`src/rtl/neuron_p_pkg.sv`:
```
// Shared definitions for the neuron_p output neuron: default word format,
// PLAN sigmoid breakpoints/offsets (scaled by FRAC) and the FSM state encoding.
package neuron_p_pkg;

  localparam int DEF_WIDTH = 16;
  localparam int DEF_FRAC  = 8;

  typedef enum logic [2:0] {
    ST_IDLE = 3'd0,
    ST_MAC  = 3'd1,
    ST_BIAS = 3'd2,
    ST_ACT  = 3'd3,
    ST_DONE = 3'd4
  } state_t;

  // PLAN constants in Q.FRAC; FRAC >= 5 keeps every shift non-negative
  function automatic int plan_one(input int frac);
    return 32'sd1 <<< frac;
  endfunction

  function automatic int plan_b2375(input int frac);
    return 32'sd19 <<< (frac - 32'sd3);
  endfunction

  function automatic int plan_five(input int frac);
    return 32'sd5 <<< frac;
  endfunction

  function automatic int plan_c084375(input int frac);
    return 32'sd27 <<< (frac - 32'sd5);
  endfunction

  function automatic int plan_c0625(input int frac);
    return 32'sd5 <<< (frac - 32'sd3);
  endfunction

  function automatic int plan_half(input int frac);
    return 32'sd1 <<< (frac - 32'sd1);
  endfunction

endpackage

```
`src/rtl/neuron_p_sig_plan.sv`:
```
// Combinational shift-only piecewise-linear sigmoid (PLAN) on a signed
// Q(WIDTH-FRAC).FRAC word; output lies in 0..1.0.
module sig_plan
  import neuron_p_pkg::*;
#(
  parameter int WIDTH = DEF_WIDTH,
  parameter int FRAC  = DEF_FRAC
) (
  input  logic [WIDTH-1:0] z,
  output logic [WIDTH-1:0] y
);

  localparam logic [WIDTH-1:0] ONE     = WIDTH'(plan_one(FRAC));
  localparam logic [WIDTH-1:0] B2375   = WIDTH'(plan_b2375(FRAC));
  localparam logic [WIDTH-1:0] FIVE    = WIDTH'(plan_five(FRAC));
  localparam logic [WIDTH-1:0] C084375 = WIDTH'(plan_c084375(FRAC));
  localparam logic [WIDTH-1:0] C0625   = WIDTH'(plan_c0625(FRAC));
  localparam logic [WIDTH-1:0] HALF    = WIDTH'(plan_half(FRAC));
  localparam logic [WIDTH-1:0] LSB     = WIDTH'(1'b1);

  logic [WIDTH-1:0] mag_s;
  logic [WIDTH-1:0] pos_s;

  // Magnitude is treated as unsigned so the most-negative z lands in the top region
  always_comb begin
    mag_s = '0;
    pos_s = '0;
    y     = '0;
    if (z[WIDTH-1]) begin
      mag_s = ~z + LSB;
    end else begin
      mag_s = z;
    end
    if (mag_s >= FIVE) begin
      pos_s = ONE;
    end else if (mag_s >= B2375) begin
      pos_s = (mag_s >> 3'd5) + C084375;
    end else if (mag_s >= ONE) begin
      pos_s = (mag_s >> 2'd3) + C0625;
    end else begin
      pos_s = (mag_s >> 2'd2) + HALF;
    end
    if (z[WIDTH-1]) begin
      y = ONE - pos_s;
    end else begin
      y = pos_s;
    end
  end

endmodule

```
`src/rtl/neuron_p.sv`:
```
// Parametrised output neuron: serial MAC over N_IN pairs, bias add, PLAN sigmoid.
// Define NEURON_P_SAT_EN to clamp the rescaled sum instead of wrapping it.
module neuron_p
  import neuron_p_pkg::*;
#(
  parameter int N_IN  = 8,
  parameter int WIDTH = DEF_WIDTH,
  parameter int FRAC  = DEF_FRAC,
  parameter int ACC_W = 2*WIDTH + $clog2(N_IN) + 1
) (
  input  logic                    clk,
  input  logic                    reset,
  input  logic                    in_rdy,
  input  logic [N_IN*WIDTH-1:0]   data_i,
  input  logic [N_IN*WIDTH-1:0]   data_w,
  input  logic [WIDTH-1:0]        bias,
  output logic                    busy,
  output logic [WIDTH-1:0]        neu_out,
  output logic                    neu_rdy
);

  localparam int IDX_W = (N_IN > 1) ? $clog2(N_IN) : 1;
  localparam logic [IDX_W-1:0] IDX_LAST = IDX_W'(N_IN - 1);
  localparam logic [IDX_W-1:0] IDX_ONE  = IDX_W'(1'b1);

  state_t                  state_r;
  logic                    in_rdy_q_r;
  logic [WIDTH-1:0]        x_r [N_IN];
  logic [WIDTH-1:0]        w_r [N_IN];
  logic [WIDTH-1:0]        bias_r;
  logic [WIDTH-1:0]        z_r;
  logic signed [ACC_W-1:0] acc_r;
  logic [IDX_W-1:0]        idx_r;

  logic                      start_s;
  logic signed [2*WIDTH-1:0] prod_s;
  logic signed [ACC_W-1:0]   sum_s;
  logic [WIDTH-1:0]          z_next_s;
  logic [WIDTH-1:0]          y_s;

  assign start_s = in_rdy & ~in_rdy_q_r;

  // Operands are sign-extended to full product width so the 2W-bit result is exact
  assign prod_s = $signed({{WIDTH{x_r[idx_r][WIDTH-1]}}, x_r[idx_r]})
                * $signed({{WIDTH{w_r[idx_r][WIDTH-1]}}, w_r[idx_r]});

  assign sum_s = acc_r + ($signed({{(ACC_W-WIDTH){bias_r[WIDTH-1]}}, bias_r}) <<< FRAC);

`ifdef NEURON_P_SAT_EN
  localparam logic signed [ACC_W-1:0] SAT_MAX = {{(ACC_W-WIDTH+1){1'b0}}, {(WIDTH-1){1'b1}}};
  localparam logic signed [ACC_W-1:0] SAT_MIN = {{(ACC_W-WIDTH+1){1'b1}}, {(WIDTH-1){1'b0}}};

  logic signed [ACC_W-1:0] shifted_s;
  assign shifted_s = sum_s >>> FRAC;

  // Clamp the floor-rescaled sum into the signed WIDTH range
  always_comb begin
    z_next_s = '0;
    if (shifted_s > SAT_MAX) begin
      z_next_s = {1'b0, {(WIDTH-1){1'b1}}};
    end else if (shifted_s < SAT_MIN) begin
      z_next_s = {1'b1, {(WIDTH-1){1'b0}}};
    end else begin
      z_next_s = shifted_s[WIDTH-1:0];
    end
  end
`else
  assign z_next_s = WIDTH'(sum_s >>> FRAC);
`endif

  sig_plan #(
    .WIDTH (WIDTH),
    .FRAC  (FRAC)
  ) u_plan (
    .z (z_r),
    .y (y_s)
  );

  // Control FSM, operand capture, serial accumulation and registered outputs
  always_ff @(posedge clk) begin
    if (reset) begin
      state_r    <= ST_IDLE;
      in_rdy_q_r <= 1'b0;
      acc_r      <= '0;
      idx_r      <= '0;
      z_r        <= '0;
      busy       <= 1'b0;
      neu_out    <= '0;
      neu_rdy    <= 1'b0;
    end else begin
      in_rdy_q_r <= in_rdy;
      case (state_r)
        ST_IDLE, ST_DONE: begin
          if (start_s) begin
            for (int k = 0; k < N_IN; k++) begin
              x_r[k] <= data_i[k*WIDTH +: WIDTH];
              w_r[k] <= data_w[k*WIDTH +: WIDTH];
            end
            bias_r  <= bias;
            acc_r   <= '0;
            idx_r   <= '0;
            busy    <= 1'b1;
            neu_rdy <= 1'b0;
            state_r <= ST_MAC;
          end
        end
        ST_MAC: begin
          acc_r <= acc_r + {{(ACC_W-2*WIDTH){prod_s[2*WIDTH-1]}}, prod_s};
          if (idx_r == IDX_LAST) begin
            state_r <= ST_BIAS;
          end else begin
            idx_r <= idx_r + IDX_ONE;
          end
        end
        ST_BIAS: begin
          z_r     <= z_next_s;
          state_r <= ST_ACT;
        end
        ST_ACT: begin
          neu_out <= y_s;
          neu_rdy <= 1'b1;
          busy    <= 1'b0;
          state_r <= ST_DONE;
        end
        default: begin
          state_r <= ST_IDLE;
        end
      endcase
    end
  end

endmodule

```
`config.mk`:
```
export PLATFORM = sky130hd
export DESIGN_NAME = neuron_p
export DESIGN_NICKNAME = d
export VERILOG_FILES = /design/src/rtl/neuron_p_pkg.sv /design/src/rtl/neuron_p_sig_plan.sv /design/src/rtl/neuron_p.sv
export SDC_FILE = /design/constraint.sdc
export NUM_CORES = 1
export LEC_CHECK = 0
export BUFFER_PORTS_ARGS = -buffer_cell sky130_fd_sc_hd__buf_2
export CORE_MARGIN = 1.5
export CORE_UTILIZATION = 35
export CTS_CLUSTER_SIZE = 28
export DETAILED_ROUTE_END_ITERATION = 8
export MAX_ROUTING_LAYER = met4
export PLACE_DENSITY = 0.52
export SYNTH_ARGS = -nofsm -noshare
export SYNTH_HDL_FRONTEND = slang
export SYNTH_SLANG_ARGS = --single-unit
```
`constraint.sdc`:
```
create_clock -name clk -period 16.8 [get_ports clk]
set_input_delay 3.36 -clock clk [delete_from_list [all_inputs] [get_ports clk]]
set_output_delay 3.36 -clock clk [all_outputs]
set_load 0.01 [all_outputs]
```
==> run_results.csv <==
group,metric,value,unit
timing,clock.fmax,100,MHz
critical_path,reg2reg_depth,32,
synthesis,postSynthAreaPerCell,11.6,um^2
timing,fin_crit_sh,59.5,%
run_status,status,"finished clean",
critical_path,critPathBufInv,7,
layout,fin_cells,3172,
global_route,antenna_found_initial,17,
synthesis,syn_area,22800,um^2
detailed_routing,drtAntennaViolNets,0,
clock_network,cts_tree,"done",
clock_network,ctsResizeCount,0,
detailed_routing,routed-wl-met3,3600,um
critical_path,path_max_fanout,38,
critical_path,critPathSlowestCell,"buf_4",
synthesis,yosys.area_share.simple,10.8,%
synthesis,ys_ff_latch,340,
clock_network,clkSinkCount,340,
run,cap_violations,0,
synthesis,synth_cells,1973,
die,rows,93,
synthesis,synth_nets,2560,
global_route,grt_first_pass_wirelength,89800,um
die,io_pins,293,
critical_path,arrival,10.44,ns
clock_network,clkTransAtPathRegs,0.06,ns
clock_network,htreeDepth,2,
synthesis,synth_compound_area_share,7.21,%
critical_path,critical-path-max-stage-delay,0.70,ns
critical_path,reg2reg_slack,6.80,ns
clock_network,numCtsBuffers,41,
detailed_routing,vias,15400,
synthesis,synth_mux_area_share,7.45,%
synthesis,synth_edf_count,272,
layout,seqCellArea,9540,um^2
die,die_w,258,um
timing,drv_slew,0,
global_route,grt_pass1_vias,16400,
critical_path,crit_path_end,"acc_r[23]",
detailed_routing,vias_per_cell,4.86,
synthesis,ys.flop_type,"edfxtp_1",
timing,final.setup.tns,0,ns
die,dieHeight,258,um
die,start_util,35.4,%
timing,max_slew_margin,13.9,%
timing,grt_setup_unrepaired,"no",
synthesis,synth_cell_type_count,86,
synthesis,synth_top_family_by_area,"adder cells",
detailed_routing,drt-wirelength-per-cell,18.5,um
clock_network,cts_root_buf,"clkbuf_16",
critical_path,r2r-end,"acc_r[23]",
synthesis,synth_fa_ha_area_share,23.4,%
synthesis,yosys_warnings,0,
clock_network,cts_buffer_depth,3,
synthesis,synth_xor_area_share,3.49,%
timing,min_period,10.0,ns
placement,hpwl,45600,um
critical_path,worst-path-stages,32,
detailed_routing,routed_wl,58600,um
timing,setup_violations,0,
placement,placed_cells,3080,
timing,tightestPinTransition,1.29,ns
layout,multi_input_area,11900,um^2
layout,fillers,6280,
critical_path,critPathTopFamily,"adder cells",
layout,postLayoutCellArea,26700,um^2
critical_path,worstSetupPathType,"reg -> reg",
placement,placed_area,25300,um^2
critical_path,cp_data_required_time,17.24,ns
layout,area_delta_synth_final,17.1,%
global_route,track_usage,18.1,%
critical_path,path_common_cell,"fa_1",
detailed_routing,highest_layer,"met4",
placement,numPortBuffers,292,
global_route,grt_max_degree,169,
die,coreArea,64500,um^2
clock_network,cts_hold_buffers,0,
timing,clock_skew,0.0406,ns
layout,drive_gt1_share,20.8,%
synthesis,synthArstFlopShare,0,%
clock_network,postCtsSetupBuffers,0,
hold_path,hold_path_class,"reg -> reg",
die,dieArea,66700,um^2
placement,gp_congestion,0.877,
global_route,grt-ovfl-total,0,
layout,fin_nets,2855,
detailed_routing,firstDrtPassIters,5,
critical_path,end_kind,"flop",
clock_network,clk_latency,0.59,ns
detailed_routing,wl_met1,24200,um
detailed_routing,routed-wl-met2,28500,um
critical_path,cp-start-kind,"flop",
detailed_routing,drcViolationCount,0,
detailed_routing,drt_iter0_markers,754,
synthesis,yosysSeqAreaShare,41.8,%
timing,hold_viol,0,
through the flow:
stage / hold WS (ns) / util (%) / setup slack, ns
2_1_floorplan: 0.451 / - / 1.53
3_3_place_gp: 0.442 / 39.2 / 6.89
3_5_place_dp: 0.446 / 39.2 / 6.72
4_1_cts: 0.455 / 41.3 / 6.67
5_1_grt: 0.483 / 41.4 / 6.08
6_report: 0.451 / 41.4 / 6.80
routing by layer:
metal	vias up	global-route usage (%)
met1	7537	21.3
li1	7347	-
met4	0	7.33
met2	400	29.7
met3	122	4.37
met5	-	-
worst min-delay path, delay by kind of cell, from the launching register on:
| family | cells | cell delay (ns) |
|---|---|---|
| flops | 1 | 0.30 |
| compound gates | 1 | 0.05 |
| simple gates | 1 | 0.05 |
cells in the mapped netlist, drive strengths merged (18+ instances only):
library cell	number	area (um^2)
clkbuf	45	169
mux2i	29	290
nand2	200	751
o21ai	38	190
a22oi	22	170
nand2b	27	169
xnor2	70	613
nor3	19	95.1
nor2b	21	131
nor2	173	649
inv	283	1060
buf	21	106
dfxtp	68	1360
edfxtp	272	8170
and2	28	175
ha	123	1540
xor2	20	183
a21oi	77	389
fa	189	3780
mux4	57	1280
nand3	18	95.1
layout make-up:
cell class / instances / share of cell area (%)
Multi-Input combinational cell: 1282 / 44.7
Timing Repair Buffer: 318 / 6.25
Sequential cell: 340 / 35.7
Inverter: 285 / 4.01
Antenna cell: 19 / 0.178
Clock buffer: 56 / 4.25
Tap cell: 855 / 4.01
Clock inverter: 17 / 0.848
flip-flops by register name (all words and copies together) (netlist names), named ones only:
name        flops
w_r           128
x_r           128
acc_r          24
in_rdy_q_r      1
z_r            16
neu_rdy         1
neu_out        16
idx_r           3
bias_r         16
state_r         3
busy            1
placed cells by master (no fill, tap or decap), types with 19 or more instances in the layout:
master,synthesis,routed
edfxtp_1,272,272
nor2_1,173,172
fa_1,189,189
nand2b_1,27,27
buf_4,1,25
nand2_1,200,200
diode_2,0,19
buf_2,7,292
dfxtp_1,68,66
and2_1,27,27
clkbuf_16,0,43
nor3_1,19,19
mux4_2,57,57
ha_1,123,123
xor2_1,19,19
inv_1,283,283
a22oi_1,21,21
o21ai_0,35,35
nor2b_1,21,21
mux2i_1,29,28
xnor2_1,70,70
a21oi_1,76,76
how the worst min path moves through the flow:
| stage | startpoint | end | slack, ns | depth (start not counted) |
|---|---|---|---|---|
| 6_report | busy | busy | 0.45 | 2 |
| 5_1_grt | neu_out[15] | neu_out[15] | 0.48 | 2 |
| 4_1_cts | busy | busy | 0.46 | 2 |
| 3_5_place_dp | busy | busy | 0.45 | 2 |
| 3_3_place_gp | neu_out[13] | neu_out[13] | 0.44 | 2 |
| 2_1_floorplan | z_r[13] | z_r[13] | 0.45 | 2 |
cells by family after synthesis:
family,after synthesis
buffers and inverters,351
adders and majority gates,312
DFF,340
muxes,97
AOI/OAI and AO/OA,242
and+or+nand+nor,541
xor gates and xnor gates,90
Power is not shown: default switching activity piles up to over one toggle a cycle in this logic, so the estimate is an artifact.
